[src/rtl/sign_narrower.sv]
// -----------------------------------------------------------------------------
// sign_narrower
//
// Narrows IN_W-bit register values to OUT_W-bit halfword results for the
// store / halfword-write path (the inverse of 16->32 sign/zero extension).
// Each accepted word is range-checked in signed or unsigned mode; the
// overflow flag travels with the narrowed word through a 2-entry skid buffer.
// A sticky overflow flag and a saturating overflow counter summarise all
// accepted overflowing words.
//
// Build option:
//   SIGN_NARROWER_SAT_EN  defined     -> overflowing words saturate
//                                        (signed: 0x8000 / 0x7FFF,
//                                         unsigned: all ones)
//                         not defined -> overflowing words wrap (truncate)
//
// Ports:
//   clk         in   1      rising-edge clock
//   rst_n       in   1      synchronous active-low reset
//   in_valid    in   1      producer has a word on a
//   in_ready    out  1      block can accept (registered)
//   a           in   IN_W   value to narrow
//   in_signed   in   1      1: signed range check, 0: unsigned
//   out_valid   out  1      b/ovf hold a result
//   out_ready   in   1      consumer takes the result
//   b           out  OUT_W  narrowed value
//   ovf         out  1      overflow flag belonging to b
//   ovf_sticky  out  1      set by any accepted overflowing word
//   ovf_count   out  CNT_W  accepted overflowing words, saturating
//   clr         in   1      synchronous clear of ovf_sticky / ovf_count
// -----------------------------------------------------------------------------
module sign_narrower #(
    parameter int IN_W  = 32,
    parameter int OUT_W = 16,
    parameter int CNT_W = 16
) (
    input  logic             clk,
    input  logic             rst_n,
    input  logic             in_valid,
    output logic             in_ready,
    input  logic [IN_W-1:0]  a,
    input  logic             in_signed,
    output logic             out_valid,
    input  logic             out_ready,
    output logic [OUT_W-1:0] b,
    output logic             ovf,
    output logic             ovf_sticky,
    output logic [CNT_W-1:0] ovf_count,
    input  logic             clr
);

    // Occupancy of the skid buffer.
    typedef enum logic [1:0] {
        S_EMPTY = 2'd0,
        S_ONE   = 2'd1,
        S_TWO   = 2'd2
    } state_t;

    state_t r_state;
    state_t w_state_nxt;

    // Head entry drives the outputs directly; tail entry holds the second word.
    logic             r_in_ready;
    logic             r_out_valid;
    logic [OUT_W-1:0] r_head_b;
    logic             r_head_ovf;
    logic [OUT_W-1:0] r_tail_b;
    logic             r_tail_ovf;
    logic             r_sticky;
    logic [CNT_W-1:0] r_count;

    logic             w_accept;
    logic             w_deliver;
    logic             w_load_head;
    logic             w_load_tail;
    logic             w_shift;

    // -------------------------------------------------------------------------
    // Range check and narrowing of the incoming word
    // -------------------------------------------------------------------------
    // Signed fit: every bit from the MSB down to the new sign bit is a copy
    // of the sign. Unsigned fit: every bit above the result is zero.
    logic [IN_W-OUT_W:0]   w_upper_s;
    logic [IN_W-OUT_W-1:0] w_upper_u;
    logic                  w_fit_s;
    logic                  w_fit_u;
    logic                  w_ovf;
    logic [OUT_W-1:0]      w_result;

    assign w_upper_s = a[IN_W-1:OUT_W-1];
    assign w_upper_u = a[IN_W-1:OUT_W];
    assign w_fit_s   = (w_upper_s == '0) || (w_upper_s == '1);
    assign w_fit_u   = (w_upper_u == '0);
    assign w_ovf     = in_signed ? !w_fit_s : !w_fit_u;

`ifdef SIGN_NARROWER_SAT_EN
    localparam logic [OUT_W-1:0] SAT_POS = {1'b0, {(OUT_W-1){1'b1}}};
    localparam logic [OUT_W-1:0] SAT_NEG = {1'b1, {(OUT_W-1){1'b0}}};

    always_comb begin
        w_result = a[OUT_W-1:0];
        if (w_ovf) begin
            if (in_signed) begin
                // The sign of the full-width value picks the clamp direction.
                w_result = a[IN_W-1] ? SAT_NEG : SAT_POS;
            end else begin
                w_result = '1;
            end
        end
    end
`else
    assign w_result = a[OUT_W-1:0];
`endif

    // -------------------------------------------------------------------------
    // Handshakes
    // -------------------------------------------------------------------------
    assign w_accept  = in_valid && r_in_ready;
    assign w_deliver = r_out_valid && out_ready;

    // -------------------------------------------------------------------------
    // Occupancy FSM: next state and data-movement strobes
    // -------------------------------------------------------------------------
    // NOTE: every signal written here gets a default first so no path through
    // the case statement leaves it unassigned, which would infer a latch.
    always_comb begin
        w_state_nxt = r_state;
        w_load_head = 1'b0;
        w_load_tail = 1'b0;
        w_shift     = 1'b0;
        case (r_state)
            S_EMPTY: begin
                if (w_accept) begin
                    w_state_nxt = S_ONE;
                    w_load_head = 1'b1;
                end
            end
            S_ONE: begin
                case ({w_accept, w_deliver})
                    2'b10: begin
                        w_state_nxt = S_TWO;
                        w_load_tail = 1'b1;
                    end
                    2'b01: begin
                        w_state_nxt = S_EMPTY;
                    end
                    2'b11: begin
                        // Head leaves and the new word replaces it in place.
                        w_load_head = 1'b1;
                    end
                    default: begin
                    end
                endcase
            end
            S_TWO: begin
                // in_ready is low here, so only a deliver can happen.
                if (w_deliver) begin
                    w_state_nxt = S_ONE;
                    w_shift     = 1'b1;
                end
            end
            default: begin
                w_state_nxt = S_EMPTY;
            end
        endcase
    end

    // -------------------------------------------------------------------------
    // State register, registered handshake outputs and head entry
    // -------------------------------------------------------------------------
    // NOTE: sequential state uses non-blocking assignments so every register
    // samples the pre-edge values regardless of statement order.
    always_ff @(posedge clk) begin
        if (!rst_n) begin
            r_state     <= S_EMPTY;
            r_in_ready  <= 1'b1;
            r_out_valid <= 1'b0;
            r_head_b    <= '0;
            r_head_ovf  <= 1'b0;
        end else begin
            r_state     <= w_state_nxt;
            // Handshake flags are decoded from the next state so they leave
            // the block straight from flops.
            r_in_ready  <= (w_state_nxt != S_TWO);
            r_out_valid <= (w_state_nxt != S_EMPTY);
            if (w_load_head) begin
                r_head_b   <= w_result;
                r_head_ovf <= w_ovf;
            end else if (w_shift) begin
                r_head_b   <= r_tail_b;
                r_head_ovf <= r_tail_ovf;
            end
        end
    end

    // NOTE: the tail entry is pure storage and is never reset; it is only
    // observable after being written, because occupancy gates its use.
    always_ff @(posedge clk) begin
        if (w_load_tail) begin
            r_tail_b   <= w_result;
            r_tail_ovf <= w_ovf;
        end
    end

    // -------------------------------------------------------------------------
    // Sticky flag and saturating overflow counter
    // -------------------------------------------------------------------------
    // clr is applied first, so a clear coinciding with an overflowing accept
    // leaves the counter at one and the sticky flag set.
    logic [CNT_W-1:0] w_cnt_base;
    logic             w_sticky_base;
    logic [CNT_W-1:0] w_cnt_inc;

    assign w_cnt_base    = clr ? '0 : r_count;
    assign w_sticky_base = clr ? 1'b0 : r_sticky;
    assign w_cnt_inc     = (&w_cnt_base) ? w_cnt_base : (w_cnt_base + CNT_W'(1));

    always_ff @(posedge clk) begin
        if (!rst_n) begin
            r_sticky <= 1'b0;
            r_count  <= '0;
        end else if (w_accept && w_ovf) begin
            r_sticky <= 1'b1;
            r_count  <= w_cnt_inc;
        end else begin
            r_sticky <= w_sticky_base;
            r_count  <= w_cnt_base;
        end
    end

    // -------------------------------------------------------------------------
    // Outputs (all straight from registers)
    // -------------------------------------------------------------------------
    assign in_ready   = r_in_ready;
    assign out_valid  = r_out_valid;
    assign b          = r_head_b;
    assign ovf        = r_head_ovf;
    assign ovf_sticky = r_sticky;
    assign ovf_count  = r_count;

endmodule

[config.mk]
export PLATFORM = sky130hd
export DESIGN_NAME = sign_narrower
export DESIGN_NICKNAME = d
export VERILOG_FILES = /design/src/rtl/sign_narrower.sv
export SDC_FILE = /design/constraint.sdc
export NUM_CORES = 1
export LEC_CHECK = 0
export BUFFER_PORTS_ARGS = -buffer_cell sky130_fd_sc_hd__buf_2
export CAP_MARGIN = 20
export CORE_MARGIN = 2
export CORE_UTILIZATION = 54
export DETAILED_ROUTE_END_ITERATION = 6
export PLACE_DENSITY = 0.94
export SETUP_SLACK_MARGIN = 0.2
export SYNTH_ARGS = -nofsm -noshare
export SYNTH_HDL_FRONTEND = slang
export SYNTH_SLANG_ARGS = --single-unit
[constraint.sdc]
create_clock -name clk -period 5.2 [get_ports clk]
set_clock_uncertainty 0.05 [all_clocks]
set_input_delay 0 -clock clk [delete_from_list [all_inputs] [get_ports clk]]
set_output_delay 0 -clock clk [all_outputs]
set_load 0.01 [all_outputs]
## Word level (Yosys, flattened, before mapping)

Cells that the tools add are included.

| word-level totals | value |
|---|---|
| flip-flop bits (word level) | 55 |
| input port bits | 38 |
| output and inout port bits | 36 |
| logic and storage cells | 51 |

| cells by class | value |
|---|---|
| $add $sub $neg | 1 |
| eq/ne operators | 7 |
| multiplexer cells | 21 |
| reduce and logical (&&, ||, !) cells | 13 |

Operators by type and width:

| cell | number |
|---|---|
| 16-bit 2-to-1 mux | 5 |
| 17-bit equality test (second input constant) | 1 |
| 17-bit zero test | 1 |
| 16-bit by 1-bit adder with 16-bit output (second input constant) | 1 |
| 16-bit zero test | 1 |
| 16-bit AND reduction | 1 |
| 1-bit 2-to-1 mux | 11 |
| 2-bit equality test (second input constant) | 3 |
| 2-bit case mux with 3 select lines | 1 |
| 2-bit nonzero test | 3 |
| 2-bit by 1-bit equality test with 1-bit output (second input constant) | 2 |
| 2-bit 2-to-1 mux | 2 |
| 2-bit case mux with 2 select lines | 1 |
| 1-bit logical AND | 3 |
| 1-bit zero test | 2 |
| 2-bit zero test | 1 |
| 2-bit inequality test (second input constant) | 1 |
| 1-bit case mux with 2 select lines | 1 |
| 1-bit logical OR | 1 |

## Logic depth before layout (Yosys ltp)

Gate-level depths: netlist of the first run.

| logic depth | value |
|---|---|
| depth after elaboration | 6 |
| depth in mapped cells | 9 |

## Worst setup path before layout of the first run

No wires, ideal clock.

| path | value |
|---|---|
| path kind | reg2reg |
| from | register r_count[0], in the netlist ovf_count[0] |
| to | register r_count[0], in the netlist ovf_count[0] |
| library setup time | 128 ps |
| data arrival time | 1768 ps |
| data required time | 5022 ps |
| path slack | 3254 ps |
| cell stages (with the launch flop) | 10 |
| path buffers | 2 |
| path through | dfxtp_1 and2b_1 ha_1 nand4_2 or3_4 nand3_4 buf_6 buf_6 xor2_1 nor2_1 |

| on the way | value |
|---|---|
| word-level cells in the longest chain between the ends | 4 |
| elaborated cells between the ends (all ways) | 5 |
| those cells by class | add/sub (1); mux (3); reduce/logical (1) |

Ends and longest elaborated chain:

| element | line | source |
|---|---|---|
| start, declared | 70 | `logic [CNT_W-1:0] r_count;` |
| start signal, assigned | 224 | `r_count <= w_cnt_inc;` |
| start signal, assigned | 227 | `r_count <= w_cnt_base;` |
| 16-bit 2-to-1 mux (*) | 214 | `assign w_cnt_base = clr ? '0 : r_count;` |
| 16-bit by 1-bit adder with 16-bit output or 16-bit AND reduction (tied branches) | 216 | `assign w_cnt_inc = (&w_cnt_base) ? w_cnt_base : (w_cnt_base + CNT_W'(1));` |
| 16-bit 2-to-1 mux | 216 |  |
| 16-bit 2-to-1 mux (*) | 222 | `end else if (w_accept && w_ovf) begin` |

Every way passes the cells marked *; elsewhere a longest branch is shown, timed or not.
A chain may end at the register's enable or synchronous reset.

## Worst setup path in the final report of the first run

| path | value |
|---|---|
| from | register r_count[1], in the netlist ovf_count[1] |
| to | register r_count[15], in the netlist ovf_count[15] |

| on the way | value |
|---|---|
| word-level cells in the longest chain between the ends | 4 |
| elaborated cells between the ends (all ways) | 5 |
| those cells by class | add/sub (1); mux (3); reduce/logical (1) |

Ends and longest elaborated chain:

| element | line |
|---|---|
| 16-bit 2-to-1 mux (*) | 214 |
| 16-bit by 1-bit adder with 16-bit output or 16-bit AND reduction (tied branches) | 216 |
| 16-bit 2-to-1 mux (*) | 216 |
| 16-bit 2-to-1 mux (*) | 222 |

Marks and branches as above.

==> results.md, run 1 <==
- Nets: between 300 and 400
- Final count of hold timing violations: 0
- Post-synthesis sequential area ratio: 0.5292
- P_leak: between 1 and 1.5 nW
- First-pass GRT wire length: ~10000 um
- TritonCTS Buffers: 5
- Post-route minimum period: approximately 2.2 ns
- Worst setup SP type: flip-flop
- Initial Util: 0.5556
- Sequential cell area: between 1000 and 1500 sq um
- Global route total overflow: 0
- Fill count: ~320
- Cell Area, Synth: roughly 2400 sq um
- Worst R2R Start: ovf_count[1]$_SDFF_PN0_
- I/O Pins: 74
- P&R area growth vs syn: 27.60%
- Synth Flop Type: dfxtp_1
- Worst hold path startpoint: out_ready
- Outcome: completed
- Reg2reg end: ovf_count[15]$_SDFF_PN0_
- Yosys warning total: 0
- Async SR Flop Fraction: 0
- Die X: 70.70 um
- Largest net degree at the start of global routing: 28
- Worst min-delay path class: input pin to flip-flop
- Core Region: 4324 sq um
- Hpwl dp: about 4000 um
- Kind of critical path: flip-flop to flip-flop
- Maximum clock path buffer count: 2
- WP buf/inv: 0
- FF-to-FF setup slack: slightly above 3 ns
- Final ANT Viol Nets: 0
- Max Cap Viol: 0
- Drt wl/cell: ~15 um
- 1st-iter DRT viols: ~190
- Worst r2r path cells: 7
- Synth cell types: between 40 and 50
- Worst path depth: 7
- N_diodes: 0
- Post-synthesis net count: between 200 and 300
- Period utilization: 0.4186
- Gp weighted congestion: slightly below 0.9
- CP top delay family: simple AND/OR/NAND/NOR gates
- Total wire length: around 5900 um
- PnR Total Power: between 0.8 and 0.9 mW
- Num rows: 24
- Die height: 70.70 um
- Setup TNS: 0 ns
- Worst Hold Slack: just over 0.06 ns
- Worst skew pair latency: around 0.31 ns
- Max Slew Vio Count: 0
- Worst Path Required: 5.37 ns
- CTS tree: done
- Highest-delay cell along the critical path: or4_1
- PD cells: 292.7 nW/um^2
- Flops & latches, synth: 55
- Worst Path Arrival: ~2.4 ns
- Max VDD drop: just under 0.2 mV
- H-tree depth: 2
- Vias per cell: between 5 and 6
- Gr usage total: 0.2441
- Clock root cell: clkbuf_8
- Multi-input gate area: about 1100 sq um
- Vias in the first global route: 2,216
- Via count: roughly 2,200
- CP max stage delay: between 0.5 and 0.6 ns
- Share of layout cells above drive strength 1: 0.2861
- Setup crit end kind: flip-flop
- WHS Endpoint: in_ready$_SDFF_PN1_
- Setup-failing EPs final: 0
- EDFF count, synth: 17
- Max Fanout on Critical Path: 21
- Slew margin rel.: 0.3347
- Syn Inst Count: between 200 and 250
- # Post-CTS Setup Buffers: 0
- Mean post-synth cell area: between 9 and 10 sq um
- Slew @ Worst Pin: around 1 ns
- I/O Buffers: 73
- RSZ-0062 raised after global routing: no
- Number of remaining DRC errors: 0
- Die Area: about 5000 sq um
- Initial antenna violation count: 0
- Clock-pin slew on the worst setup and hold paths: 0.09 ns
- Critical path cell sequence: and2b_1 > ha_1 > nand4_2 > or3_4 > nand3_4 > or4_1 > a21oi_1
- Clock sinks: 55
- Hold depth: 3
- First-pass iteration count of the detailed router: 5
- Highest clock rate: about 460 MHz
## Yosys cell counts (2+ instances only)
cell      count  share of area
and2_1        2         0.0052
nor3_1        2         0.0042
dfxtp_1      38           0.32
and3_2        2         0.0062
or3_4         2         0.0094
mux2i_1      11          0.046
nor2_1       22          0.034
nand3_2       2         0.0083
and2b_1       3         0.0094
a22oi_1       7          0.022
nand4_1       8          0.021
o21ai_1       6          0.013
a211oi_1     10          0.031
o21ai_0       4         0.0083
nand3_1      10          0.021
nor4_1        5          0.013
a21oi_1      20          0.042
edfxtp_1     17           0.21
nand2_1      25          0.039
buf_6         2         0.0094
or4_1         3         0.0094
xnor2_1       3          0.011
and3_1        3         0.0078
o31ai_1       3         0.0094
inv_1         3         0.0047
nor2b_2       2         0.0073
clkbuf_1      4         0.0062
or3_1         6          0.016
## per-layer routing
layer  up-vias  wire length [um]  share of wire  global-route usage
met4         0               123          0.021              0.1132
met2        94              3061           0.52              0.4247
li1       1073                 -              -                   -
met1      1058              2386           0.40              0.2972
met5         -                 0              0                   0
met3        11               359          0.061             0.03704
## kinds of logic (layout without fill, tap and decap cells)
family | Yosys count | after routing | share of synthesized area
compound gates | 55 | 55 | 0.1427
buf+inv | 13 | 104 | 0.03072
mux | 11 | 11 | 0.04584
fa+ha+maj | 1 | 1 | 0.005208
flops | 55 | 55 | 0.5292
simple gates | 102 | 102 | 0.2318
xor+xnor | 4 | 4 | 0.01459
## final cells by class
| cell class | instances | share of cell area |
|---|---|---|
| multi-input combinational | 173 | 0.3449 |
| clock buffer | 6 | 0.02367 |
| timing repair buffer | 91 | 0.1771 |
| inverter | 5 | 0.006122 |
| clock inverter | 2 | 0.01224 |
| tap | 52 | 0.02122 |
| sequential | 55 | 0.4147 |
## sequential cells by signal, indices dropped and copies added, names as in the netlist
| register | cells |
|---|---|
| b | 16 |
| ovf_count | 16 |
| r_tail_b | 16 |
| r_state | 2 |
| in_ready | 1 |
| out_valid | 1 |
| ovf | 1 |
| ovf_sticky | 1 |
| r_tail_ovf | 1 |
## through the flow
stage	setup slack, ns	cell area (sq um)	instances	utilization
after floorplan	3.254	2402	241	-
after detailed placement	3.135	2785	359	0.6441
after global placement	3.210	2785	359	0.6441
after global routing	2.958	3065	384	0.7089
after CTS	3.048	3065	384	0.7089
final	3.023	3065	384	0.7089
## where the power goes
part           switching, mW  leakage (nW)  internal, mW
Clock                  0.136        0.0514         0.144
Sequential            0.0144         0.466         0.471
Combinational         0.0771         0.705        0.0546
## timing repair
action                                 CTS  global route
endpoints found under the hold margin   35             0
resized for setup                        0             0
hold buffers                            17             0
## tightest hold or removal path, stage by stage
cell     delay, ns
buf_2         0.09
nand2_1       0.11
nand3_1       0.17
## cells in the final DEF (no fill, tap or decap), drive strengths merged
cell type / instances
nor4: 5
ha: 1
inv: 4
dfxtp: 38
dlygate4sd3: 17
a211oi: 10
or3: 8
a311oi: 1
nand3: 13
clkbuf: 6
xor2: 1
bufinv: 1
clkinvlp: 1
or4: 3
clkinv: 1
nand3b: 1
o21ai: 10
edfxtp: 17
and3: 5
xnor2: 3
a21oi: 21
and2b: 3
a22oi: 7
o31ai: 3
o2111ai: 1
and2: 2
mux2i: 11
nor2b: 2
a21o: 1
nand2: 25
nand4: 9
nor2: 23
nor3: 2
a41oi: 1
or2: 1
buf: 74
## how the worst max path moves through the flow
stage	startpoint	to	slack [ns]
3_5_place_dp	ovf_count[1]$_SDFF_PN0_	ovf_count[15]$_SDFF_PN0_	3.13
3_3_place_gp	ovf_count[0]$_SDFF_PN0_	ovf_count[15]$_SDFF_PN0_	3.21
6_report	ovf_count[1]$_SDFF_PN0_	ovf_count[15]$_SDFF_PN0_	3.02
2_1_floorplan	ovf_count[0]$_SDFF_PN0_	ovf_count[0]$_SDFF_PN0_	3.25
5_1_grt	ovf_count[0]$_SDFF_PN0_	ovf_count[15]$_SDFF_PN0_	2.96
4_1_cts	ovf_count[1]$_SDFF_PN0_	ovf_count[15]$_SDFF_PN0_	3.05
(Power assumes the default switching activity.)
==> run 2: changes to the inputs <==
--- a/config.mk
+++ b/config.mk
@@ -8,9 +8,9 @@
 export BUFFER_PORTS_ARGS = -buffer_cell sky130_fd_sc_hd__buf_2
 export CAP_MARGIN = 20
 export CORE_MARGIN = 2
-export CORE_UTILIZATION = 54
+export CORE_UTILIZATION = 51
 export DETAILED_ROUTE_END_ITERATION = 6
-export PLACE_DENSITY = 0.94
+export PLACE_DENSITY = 0.9
 export SETUP_SLACK_MARGIN = 0.2
 export SYNTH_ARGS = -nofsm -noshare
 export SYNTH_HDL_FRONTEND = slang
==> constraint.sdc (replaced) <==
create_clock -name clk -period 2.3 [get_ports clk]
set_clock_uncertainty 0.05 [all_clocks]
set_input_delay 0 -clock clk [delete_from_list [all_inputs] [get_ports clk]]
set_output_delay 0 -clock clk [all_outputs]
set_load 0.01 [all_outputs]
==> run 2 against run 1 <==
Net effect:
- routed wire length rose by 2.7%
- worst setup slack got worse by 2.8 ns
- largest power group unchanged
- die area rose by 5.5%
- critical path depth did not move
- highest routed layer unchanged
==> results.md, run 2 (synthesis results as in run 1) <==
- Outcome: completed
- Clock root cell: clkbuf_8
- Worst Path Required: 2.48 ns (-2.89 ns)
- Worst setup SP type: flip-flop
- H-tree depth: 2 (unchanged)
- Max Cap Viol: 0 (unchanged)
- Global route total overflow: 0 (unchanged)
- Vias in the first global route: 2,177 (-1.8%)
- RSZ-0062 raised after global routing: yes
- Worst min-delay path class: input pin to flip-flop
- Final ANT Viol Nets: 0 (unchanged)
- Setup crit end kind: flip-flop
- Hold depth: 3 (unchanged)
- Worst hold path startpoint: out_ready
- Worst R2R Start: ovf_count[0]$_SDFF_PN0_
- Net Sw Frac: 0.2678 (+0.01371)
- I/O Pins: 74 (unchanged)
- Worst Path Arrival: 2.23 ns (-0.12 ns)
- Total wire length: 6094 um (+2.7%)
- N_diodes: 0 (unchanged)
- PD cells: 624.0 nW/um^2 (+110%)
- FF-to-FF setup slack: 0.25 ns (-2.78 ns)
- Hpwl dp: 4056 um (+1.5%)
- Die X: 72.63 um (+2.7%)
- Initial Util: 0.5405 (-0.01501)
- Gp weighted congestion: 0.8807 (+0.26%)
- Number of remaining DRC errors: 0 (unchanged)
- 1st-iter DRT viols: 170 (-11%)
- Clock sinks: 55 (unchanged)
- Worst Setup Slack, final: 0.2482 ns (-2.775 ns)
- Drt wl/cell: 15.67 um (+1.4%)
- Vias per cell: 5.918 (+1.6%)
- Reg2reg end: ovf_count[9]$_SDFF_PN0_
- Slew margin rel.: 0.5699 (+0.2353)
- Maximum clock path buffer count: 2 (unchanged)
- Period utilization: 0.8921 (+0.4735)
- Max VDD drop: 0.3950 mV (+100%)
- Gr usage total: 0.2385 (-0.005531)
- Pre-CTS setup slack: 0.2243 ns (-2.911 ns)
- Clock-pin slew on the worst setup and hold paths: 0.09 ns (about the same)
- Sequential share of power: 0.569 (+0.028)
- Nets: 375 (+1.4%)
- Combinational share of power: 0.160 (+0.013)
- Post-route minimum period: 2.052 ns (-0.1250 ns)
- Worst skew pair latency: 0.31 ns (about the same)
- Max Fanout on Critical Path: 11 (-48%)
- Num rows: 24 (unchanged)
- Most frequent cells in the layout: buf_2, dfxtp_1, nand2_1, nor2_1, a21oi_1
- Via count: 2,302 (+3.0%)
- Highest clock rate: 487.4 MHz (+6.1%)
- Pint: 1.409 mW (+110%)
- CTS tree: done
- I/O Buffers: 73 (unchanged)
- Setup-failing EPs final: 0 (unchanged)
- Largest net degree at the start of global routing: 21 (-25%)
- P_leak: 1.240 nW (+1.5%)
- Worst r2r path cells: 7 (unchanged)
- Share of layout cells above drive strength 1: 0.2997 (+0.01356)
- PnR Total Power: 1.924 mW (+110%)
- Slew @ Worst Pin: 0.6435 ns (-0.3534 ns)
- Most common cell after layout, fill and taps aside: buf_2
- Initial antenna violation count: 0 (unchanged)
- Sw Pwr: 0.5154 mW (+130%)
- Setup TNS: 0 ns (unchanged)
- Max Slew Vio Count: 0 (unchanged)
- First-pass iteration count of the detailed router: 5 (unchanged)
- Final count of hold timing violations: 0 (unchanged)
- Core Region: 4444 sq um (+2.8%)
- TritonCTS Buffers: 5 (unchanged)
- P&R area growth vs syn: 28.39%
- First-pass GRT wire length: 9860 um (+0.50%)
- Clock power frac: 0.271 (-0.041)
- Die Area: 5275 sq um (+5.5%)
- Kind of critical path: flip-flop to flip-flop
- Die height: 72.63 um (+2.7%)
- WHS Endpoint: in_ready$_SDFF_PN1_
==> run 2: worst max-delay path by stage <==
| stage | endpoint | slack, ns | from |
|---|---|---|---|
| floorplan | ovf_count[0]$_SDFF_PN0_ | 0.35 | ovf_count[0]$_SDFF_PN0_ |
| global placement | ovf_count[15]$_SDFF_PN0_ | 0.33 | ovf_count[0]$_SDFF_PN0_ |
| detailed placement | ovf_count[11]$_SDFF_PN0_ | 0.22 | ovf_count[1]$_SDFF_PN0_ |
| CTS | ovf_count[9]$_SDFF_PN0_ | 0.23 | ovf_count[1]$_SDFF_PN0_ |
| global route | ovf_count[0]$_SDFF_PN0_ | 0.19 | ovf_count[0]$_SDFF_PN0_ |
| finish | ovf_count[9]$_SDFF_PN0_ | 0.25 | ovf_count[0]$_SDFF_PN0_ |
==> run 2: through the flow <==
| stage | hold WS (ns) | cells | utilization | cell area (sq um) |
|---|---|---|---|---|
| 3_5_place_dp | 0.1435 | 363 | 0.6334 | 2815 |
| 5_1_grt | 0.07340 | 389 | 0.6940 | 3084 |
| 4_1_cts | 0.03336 | 389 | 0.6934 | 3082 |
| 3_3_place_gp | 0.1413 | 363 | 0.6334 | 2815 |
| 6_report | 0.03875 | 389 | 0.6940 | 3084 |
| 2_1_floorplan | 0.04887 | 241 | - | 2402 |
==> run 2: repair_timing <==
action | in CTS | in global routing
hold endpoints to repair | 35 | 0
gates resized for setup | 0 | 1
gates cloned | 1 | 0
hold buffers | 17 | 0
setup buffers | 0 | 0
setup endpoints to repair | 2 | 5
pin swaps | 0 | 0
==> run 2: critical path: stages (launching register included) <==
cell,delay [ns]
dfxtp_1,0.34
and2b_1,0.21
ha_2,0.22
nand4_2,0.13
or3_4,0.17
nand3_4,0.13
or4_1,0.51
a21oi_1,0.21
==> run 2: routing by layer <==
| layer | vias up | global-route usage | wire length (um) |
|---|---|---|---|
| li1 | 1092 | - | - |
| met1 | 1064 | 0.2922 | 2412 |
| met2 | 118 | 0.3980 | 3021 |
| met3 | 28 | 0.04834 | 432 |
| met4 | 0 | 0.1214 | 228 |
| met5 | - | 0 | 0 |
==> run 2: power by group through the flow <==
stage                     Sequential [mW]  Clock, mW  Combinational, mW
after floorplan                      1.13          0              0.142
after detailed placement             1.12          0              0.276
after CTS                            1.10      0.528              0.303
after global routing                 1.10      0.567              0.338
after global placement               1.11          0              0.265
final                                1.10      0.522              0.307
==> run 2: cell type report <==
cell class / count / area (sq um)
Clock buffer: 6 / 72.57
Clock inverter: 2 / 13.76
Fill cell: 337 / 1360
Inverter: 5 / 18.77
Multi-Input combinational cell: 174 / 1070
Sequential cell: 55 / 1271
Tap cell: 52 / 65.06
Timing Repair Buffer: 95 / 573.1
